### config.mk
export PLATFORM = sky130hd
export DESIGN_NAME = rotate_key_conditioner
export DESIGN_NICKNAME = d
export VERILOG_FILES = /design/src/rtl/rotate_key_conditioner.sv
export SDC_FILE = /design/constraint.sdc
export NUM_CORES = 1
export LEC_CHECK = 0
export BUFFER_PORTS_ARGS = -buffer_cell sky130_fd_sc_hd__buf_4
export CELL_PAD_IN_SITES_DETAIL_PLACEMENT = 0
export CELL_PAD_IN_SITES_GLOBAL_PLACEMENT = 1
export CORE_MARGIN = 5
export CORE_UTILIZATION = 40
export DETAILED_ROUTE_END_ITERATION = 8
export PLACE_DENSITY_LB_ADDON = 0.1
export SYNTH_ARGS = -nofsm -noshare
export SYNTH_HDL_FRONTEND = slang
export SYNTH_SLANG_ARGS = --single-unit
### constraint.sdc
create_clock -name clock -period 2.7 [get_ports clock]
set_clock_uncertainty 0.1 [all_clocks]
set_input_delay 0.54 -clock clock [delete_from_list [all_inputs] [get_ports clock]]
set_output_delay 0.54 -clock clock [all_outputs]
set_load 0.02 [all_outputs]
### src/rtl/rotate_key_conditioner.sv
// rotate_key_conditioner: syncs and debounces two active-low rotation keys, emits rotate pulses with hold-to-repeat.
// Latency: first pulse DEBOUNCE_CYCLES+2 edges after a key is first sampled low; repeats after REPEAT_DELAY, then every REPEAT_PERIOD.
// Backpressure: none; rotate_* are fire-and-forget single-cycle commands to input_control.
// Ports: clock/resetn; key_left_n/key_right_n raw async keys (0 = pressed);
//        rotate_left/rotate_right registered one-cycle pulses; pressed_left/pressed_right debounced levels (1 = held).
module rotate_key_conditioner #(
    parameter int DEBOUNCE_CYCLES = 1_000_000,
    parameter int REPEAT_DELAY    = 25_000_000,
    parameter int REPEAT_PERIOD   = 5_000_000
) (
    input  logic clock,
    input  logic resetn,
    input  logic key_left_n,
    input  logic key_right_n,
    output logic rotate_left,
    output logic rotate_right,
    output logic pressed_left,
    output logic pressed_right
);
    localparam int CNT_W   = $clog2(DEBOUNCE_CYCLES + 1);
    localparam int TMR_MAX = (REPEAT_DELAY > REPEAT_PERIOD) ? REPEAT_DELAY : REPEAT_PERIOD;
    localparam int TMR_W   = $clog2(TMR_MAX);

    localparam logic [CNT_W-1:0] DB_LAST     = CNT_W'(DEBOUNCE_CYCLES - 1);
    localparam logic [TMR_W-1:0] DELAY_LAST  = TMR_W'(REPEAT_DELAY - 1);
    localparam logic [TMR_W-1:0] PERIOD_LAST = TMR_W'(REPEAT_PERIOD - 1);

    // Index 0 = left, index 1 = right throughout.
    logic [1:0] key_n;
    logic [1:0] pressed;

    assign key_n = {key_right_n, key_left_n};

    for (genvar g = 0; g < 2; g++) begin : g_key
        logic             sync_q1;
        logic             sync_q2;
        logic             held;
        logic             level;
        logic [CNT_W-1:0] cnt;

        assign held = ~sync_q2;

        always_ff @(posedge clock or negedge resetn) begin
            if (!resetn) begin
                sync_q1 <= 1'b1;
                sync_q2 <= 1'b1;
                cnt     <= '0;
                level   <= 1'b0;
            end else begin
                sync_q1 <= key_n[g];
                sync_q2 <= sync_q1;
                // Any agreement restarts the run, so only an unbroken
                // DEBOUNCE_CYCLES-long disagreement flips the level.
                if (held == level) begin
                    cnt <= '0;
                end else if (cnt == DB_LAST) begin
                    level <= ~level;
                    cnt   <= '0;
                end else begin
                    cnt <= cnt + CNT_W'(1);
                end
            end
        end

        assign pressed[g] = level;
    end

    assign pressed_left  = pressed[0];
    assign pressed_right = pressed[1];

    typedef enum logic [1:0] {
        ST_IDLE,
        ST_DELAY,
        ST_REPEAT
    } state_t;

    state_t           state_q, state_d;
    logic             dir_q, dir_d;      // 0 = left, 1 = right
    logic [TMR_W-1:0] tmr_q, tmr_d;
    logic             rot_l_d, rot_r_d;
    logic             fire;
    logic             dir_held;
    logic             opp_held;

    always_comb begin
        state_d  = state_q;
        dir_d    = dir_q;
        tmr_d    = tmr_q;
        fire     = 1'b0;
        dir_held = pressed[dir_q];
        opp_held = pressed[~dir_q];

        case (state_q)
            ST_IDLE: begin
                // Both keys held is ambiguous: wait until exactly one remains.
                if (pressed[0] ^ pressed[1]) begin
                    dir_d   = pressed[1];
                    fire    = 1'b1;
                    tmr_d   = '0;
                    state_d = ST_DELAY;
                end
            end
            ST_DELAY: begin
                // Abort wins over a coincident expiry so no pulse escapes on release/takeover.
                if (!dir_held || opp_held) begin
                    tmr_d   = '0;
                    state_d = ST_IDLE;
                end else if (tmr_q == DELAY_LAST) begin
                    fire    = 1'b1;
                    tmr_d   = '0;
                    state_d = ST_REPEAT;
                end else begin
                    tmr_d = tmr_q + TMR_W'(1);
                end
            end
            ST_REPEAT: begin
                if (!dir_held || opp_held) begin
                    tmr_d   = '0;
                    state_d = ST_IDLE;
                end else if (tmr_q == PERIOD_LAST) begin
                    fire  = 1'b1;
                    tmr_d = '0;
                end else begin
                    tmr_d = tmr_q + TMR_W'(1);
                end
            end
            default: begin
                tmr_d   = '0;
                state_d = ST_IDLE;
            end
        endcase

        rot_l_d = fire & ~dir_d;
        rot_r_d = fire & dir_d;
    end

    always_ff @(posedge clock or negedge resetn) begin
        if (!resetn) begin
            state_q      <= ST_IDLE;
            dir_q        <= 1'b0;
            tmr_q        <= '0;
            rotate_left  <= 1'b0;
            rotate_right <= 1'b0;
        end else begin
            state_q      <= state_d;
            dir_q        <= dir_d;
            tmr_q        <= tmr_d;
            rotate_left  <= rot_l_d;
            rotate_right <= rot_r_d;
        end
    end

endmodule

---- Word level (Yosys, flattened, before mapping) ----
Index checks and enable logic that the tools add are counted.
storage, ports and cells
  word-level logic and storage cells ...... 73
  flip-flop bits (word level) ............. 76
cells by class
  reduce and logical (&&, ||, !) cells .... 6
  $add $sub $neg .......................... 3
  bitwise logic cells ..................... 11
  magnitude comparators ................... 2
  mux-type cells .......................... 27
  equality and inequality tests ........... 11
operators by type and width
  kind                                                                          number
  25-bit 2-to-1 mux                                                             5
  20-bit 2-to-1 mux                                                             4
  25-bit one-hot mux with 3 select lines                                        1
  20-bit by 1-bit adder with 20-bit output, second input constant               2
  20-bit equality test, second input constant                                   2
  25-bit by 1-bit adder with 25-bit output, second input constant               1
  25-bit by 23-bit equality test with 1-bit output, second input constant       1
  25-bit equality test, second input constant                                   1
  1-bit 2-to-1 mux                                                              11
  2-bit 2-to-1 mux                                                              4
  1-bit inverter                                                                8
  2-bit one-hot mux with 3 select lines                                         1
  1-bit by 2-bit less-than comparator with 1-bit output, second input constant  2
  2-bit inequality test, second input constant                                  2
  2-bit AND reduction                                                           2
  3-bit inequality test, second input constant                                  1
  1-bit one-hot mux with 3 select lines                                         1
  3-bit AND reduction                                                           1
  1-bit AND                                                                     2
  1-bit equality test                                                           2
  2-bit by 1-bit equality test with 1-bit output, second input constant         1
  2-bit equality test, second input constant                                    1
  2-bit logical NOT                                                             1
  1-bit logical NOT                                                             1
  other kinds (2)                                                               2

---- Depth between registers and ports, before layout ----
  depth in word-level cells ............... 7
  mapped depth ............................ 8
  mapped depth without buffers ............ 7

---- Least setup slack after synthesis ----
OpenSTA, ideal clock, no wires.
  kind .................................... register -> register
  from .................................... reg tmr_q[12]
  to ...................................... reg tmr_q[2]
  period minus slack after synthesis ...... 2.312 ns
  cell stages (with the launch flop) ...... 8
  path slack .............................. 0.388 ns
  required time ........................... 2.465 ns
  arrival time ............................ 2.077 ns
  path through ............................ dfrtp_1 or4_1 or4_1 o21a_1 buf_6 o21ai_2 buf_6 o221ai_2
on the way
  cells in the longest elaborated chain, start to end .. 4
  elaborated cells on any way between the ends .. 7
  those cells by class .................... eq/ne: 2; mux: 5
ends and longest elaborated chain
  element                                                                                   line      source
  start: declaration                                                                        79        logic [TMR_W-1:0] tmr_q, tmr_d;
  start signal: assignment                                                                  147       tmr_q <= tmr_d;
  25-bit by 23-bit equality test with 1-bit output or 25-bit equality test (tied branches)  120, 108
  25-bit 2-to-1 mux (on tied branches)                                                      120, 108
  25-bit 2-to-1 mux (on tied branches)                                                      117, 105
  25-bit one-hot mux with 3 select lines *                                                  93        case (state_q)
Mark *: on every way between the ends. The rest lies on a longest branch, timed or not.
A chain may end at the register's enable or synchronous reset.

---- Worst setup path in the final report ----
  from .................................... reg tmr_q[15]
  to ...................................... reg tmr_q[2]
Same word-level chain as after synthesis.

==> metrics.cfg <==
[worst_setup_path]
critPathKind = reg2reg
critical_path.max_stage_delay_ps = 560
cp_top_family = simple AND/OR/NAND/NOR gates
startpoint = tmr_q[15]
rr_startpoint = tmr_q[15]
crit_path_cell_trace = or4b_1, or4_4, o21a_1, o21ai_2, buf_4, o221ai_2
cp-end-kind = flop
cp.required_ps = 2820
path_buf_inv = 1
cp.arrival_ps = 2690
cp_slowest_cell = or4b_1
crit_fanout = 9
critical_path.startpoint_type = flop

[sta]
slew_headroom = 0.649
fin_tns_setup_ps = 0
fmax_mhz = 389
setup_viol = 0
setup_ws_ps = 130
finalCritPeriodShare = 0.952
hold_violations = 0
fin_hold_ws_ps = 11.1
worst_pin_slew_ps = 522
rsz0062_at_grt = false
finalMaxSlewViolations = 0
finalCriticalPeriod_ps = 2570

[routing]
first_pass_iters = 4
num_vias = 2826
drtIter0Drc = 110
drc = 0
ant_nets = 0
post_drt_via_cell_ratio = 5.04
routedWlPerCell_um = 14.1
totalWireLength_um = 7890

[grt]
grt-ovfl-total = 0
grt_pass1_wl_um = 14000
grt_max_degree = 48
grt_pass1_vias = 2852
track_usage = 0.151
antenna_found_initial = 0

[power]
sw_frac_of_total = 0.230
ir_drop_mv = 0.193
power_density_mw_per_mm2 = 462
power_frac_comb = 0.027
leakagePower_nw = 1.87
p_seq_frac = 0.575
p_sw_mw = 0.464
p_int_mw = 1.55
power.share.clock = 0.398

[cts]
clock-sinks = 76
cts_resized = 0
cts_max_level = 3
cts_tree = yes
clk_pin_slew_ps = 80
ctsHoldBuffers = 0
cts.path.max_buffers = 2
postCtsSetupBuffers = 0
numCtsBuffers = 9
cts_root_buf = clkbuf_8
insertion_delay_ps = 350

[logic_synthesis]
synth_seq_cells = 76
synth_flop_cell = dfrtp_1
synth_top_family_by_area = simple AND/OR/NAND/NOR gates
yosysUniqueCellTypes = 50
yosys_warnings = 0
synthXorXnorAreaFrac = 0.121
synth.top_cell.area_share = 0.463
synth_fp_nets = 415
synth_common_cells = dfrtp_1 (72), nor2_1 (59), nand2_1 (38)
synthMuxAreaShare = 0.00257
yosys.area_share.simple = 0.252
yosys-top-cells-area = dfrtp_1 (46%), xor2_1 (7.6%), nor2_1 (5.7%)
synth_fa_ha_area_frac = 0.0225
ys_seq_area_frac = 0.490
synthCells = 404
synthArstFlopShare = 1.00
synth-compound-area-share = 0.0803
synth_edf_count = 0
yosysMostFrequentCell = dfrtp_1
yosysTopAreaCell = dfrtp_1
synth.avg_cell_area_um2 = 9.64
syn-cell-area_mm2 = 0.00389

[floorplanning]
die_w_um = 109
die_area_mm2 = 0.0118
start_util = 0.404
dieHeight_um = 109
coreArea_mm2 = 0.00964
io_pins = 8
rows = 36

[layout]
finalInstanceArea_mm2 = 0.00436
final_core_util = 0.452
num_antenna_cells = 0
syn_to_final_growth_pct = 11.9
regArea_mm2 = 0.00191
layout.nets = 434
fill_cells = 964
multiInputGateArea_mm2 = 0.00186
drive_above_1_share = 0.119

[placed_design]
detailedPlace.worstSlack_ps = 169
dpl_cell_area_mm2 = 0.00418
port_buffers = 7
dp_hpwl_um = 5490
gp_congestion = 0.793

[run_status]
run_status = complete, no violations

[flow_run]
cap_violations = 0

[hold_path]
min_path_type = in2async

sequential cells by signal, indices dropped and copies added (netlist names):
register,cells
tmr_q,25
state_q,2
g_key.cnt,40
g_key.sync_q2,2
g_key.sync_q1,2
pressed_left,1
rotate_left,1
pressed_right,1
rotate_right,1
dir_q,1
worst register-to-register path: cells and delay by family, from the launching register on:
kind | cells | cell delay, ps
AO/OA/AOI/OAI | 3 | 670
buffers and inverters | 1 | 190
AND/OR/NAND/NOR | 2 | 1080
flip-flops | 1 | 410
cells by family (layout without fill, tap and decap cells):
group                    count (synthesis)  in the layout
AND/OR/NAND/NOR                        193            193
XOR/XNOR                                54             54
AO/OA/AOI/OAI                           46             46
multiplexers                             1              1
buffers and inverters                   27             51
flip-flops                              76             76
adder cells (fa/ha/maj)                  7              7
cell usage in the layout (no fill, tap or decap), types with 6 or more instances in the layout:
master	n
a21oi_1	17
and3_1	9
buf_4	20
clkbuf_8	11
dfrtp_1	72
ha_1	7
inv_1	13
nand2_1	38
nand3_1	22
nand4_1	15
nor2_1	59
nor3_1	9
nor4_1	6
xnor2_1	20
xor2_1	34
metal layers:
metal / vias up / part of all wire / GRT usage
met5: - / 0 / 0
met4: 0 / 0.017 / 0.0640
met3: 11 / 0.021 / 0.0231
met2: 27 / 0.44 / 0.228
li1: 1429 / - / -
met1: 1359 / 0.52 / 0.215
stage by stage:
step | total power [mW] | cells
2_1_floorplan | 1.20 | 404
3_3_place_gp | 1.24 | 545
3_5_place_dp | 1.24 | 545
4_1_cts | 2.05 | 561
5_1_grt | 2.12 | 561
6_report | 2.01 | 561
power by group through the flow:
stage	logic (mW)	clock network [mW]	registers, mW
floorplan	0.0229	0	1.18
global placement	0.0574	0	1.18
detailed placement	0.0573	0	1.18
CTS	0.0574	0.836	1.16
global route	0.0656	0.896	1.16
finish	0.0540	0.801	1.16
final timing paths:
path | endpoint | slack [ps] | cells past startpoint
max | tmr_q[2] | 130 | 6
min | g_key[0].cnt[10] | 10 | 1
max reg2reg | tmr_q[2] | 130 | 6
min reg2reg | g_key[0].sync_q2 | 250 | 0
max in group asynchronous | g_key[1].sync_q2 | 1850 | 2
min in group clock | g_key[0].sync_q1 | 190 | 1
cell type report:
cell class | count | share of cell area
repair buffers | 22 | 0.0437
clock inverters | 3 | 0.00488
well taps | 133 | 0.0382
flip-flops and latches | 76 | 0.438
multi-input cells | 301 | 0.428
inverters | 13 | 0.0112
clock buffers | 13 | 0.0365
Power figures use the tool's default switching activity.
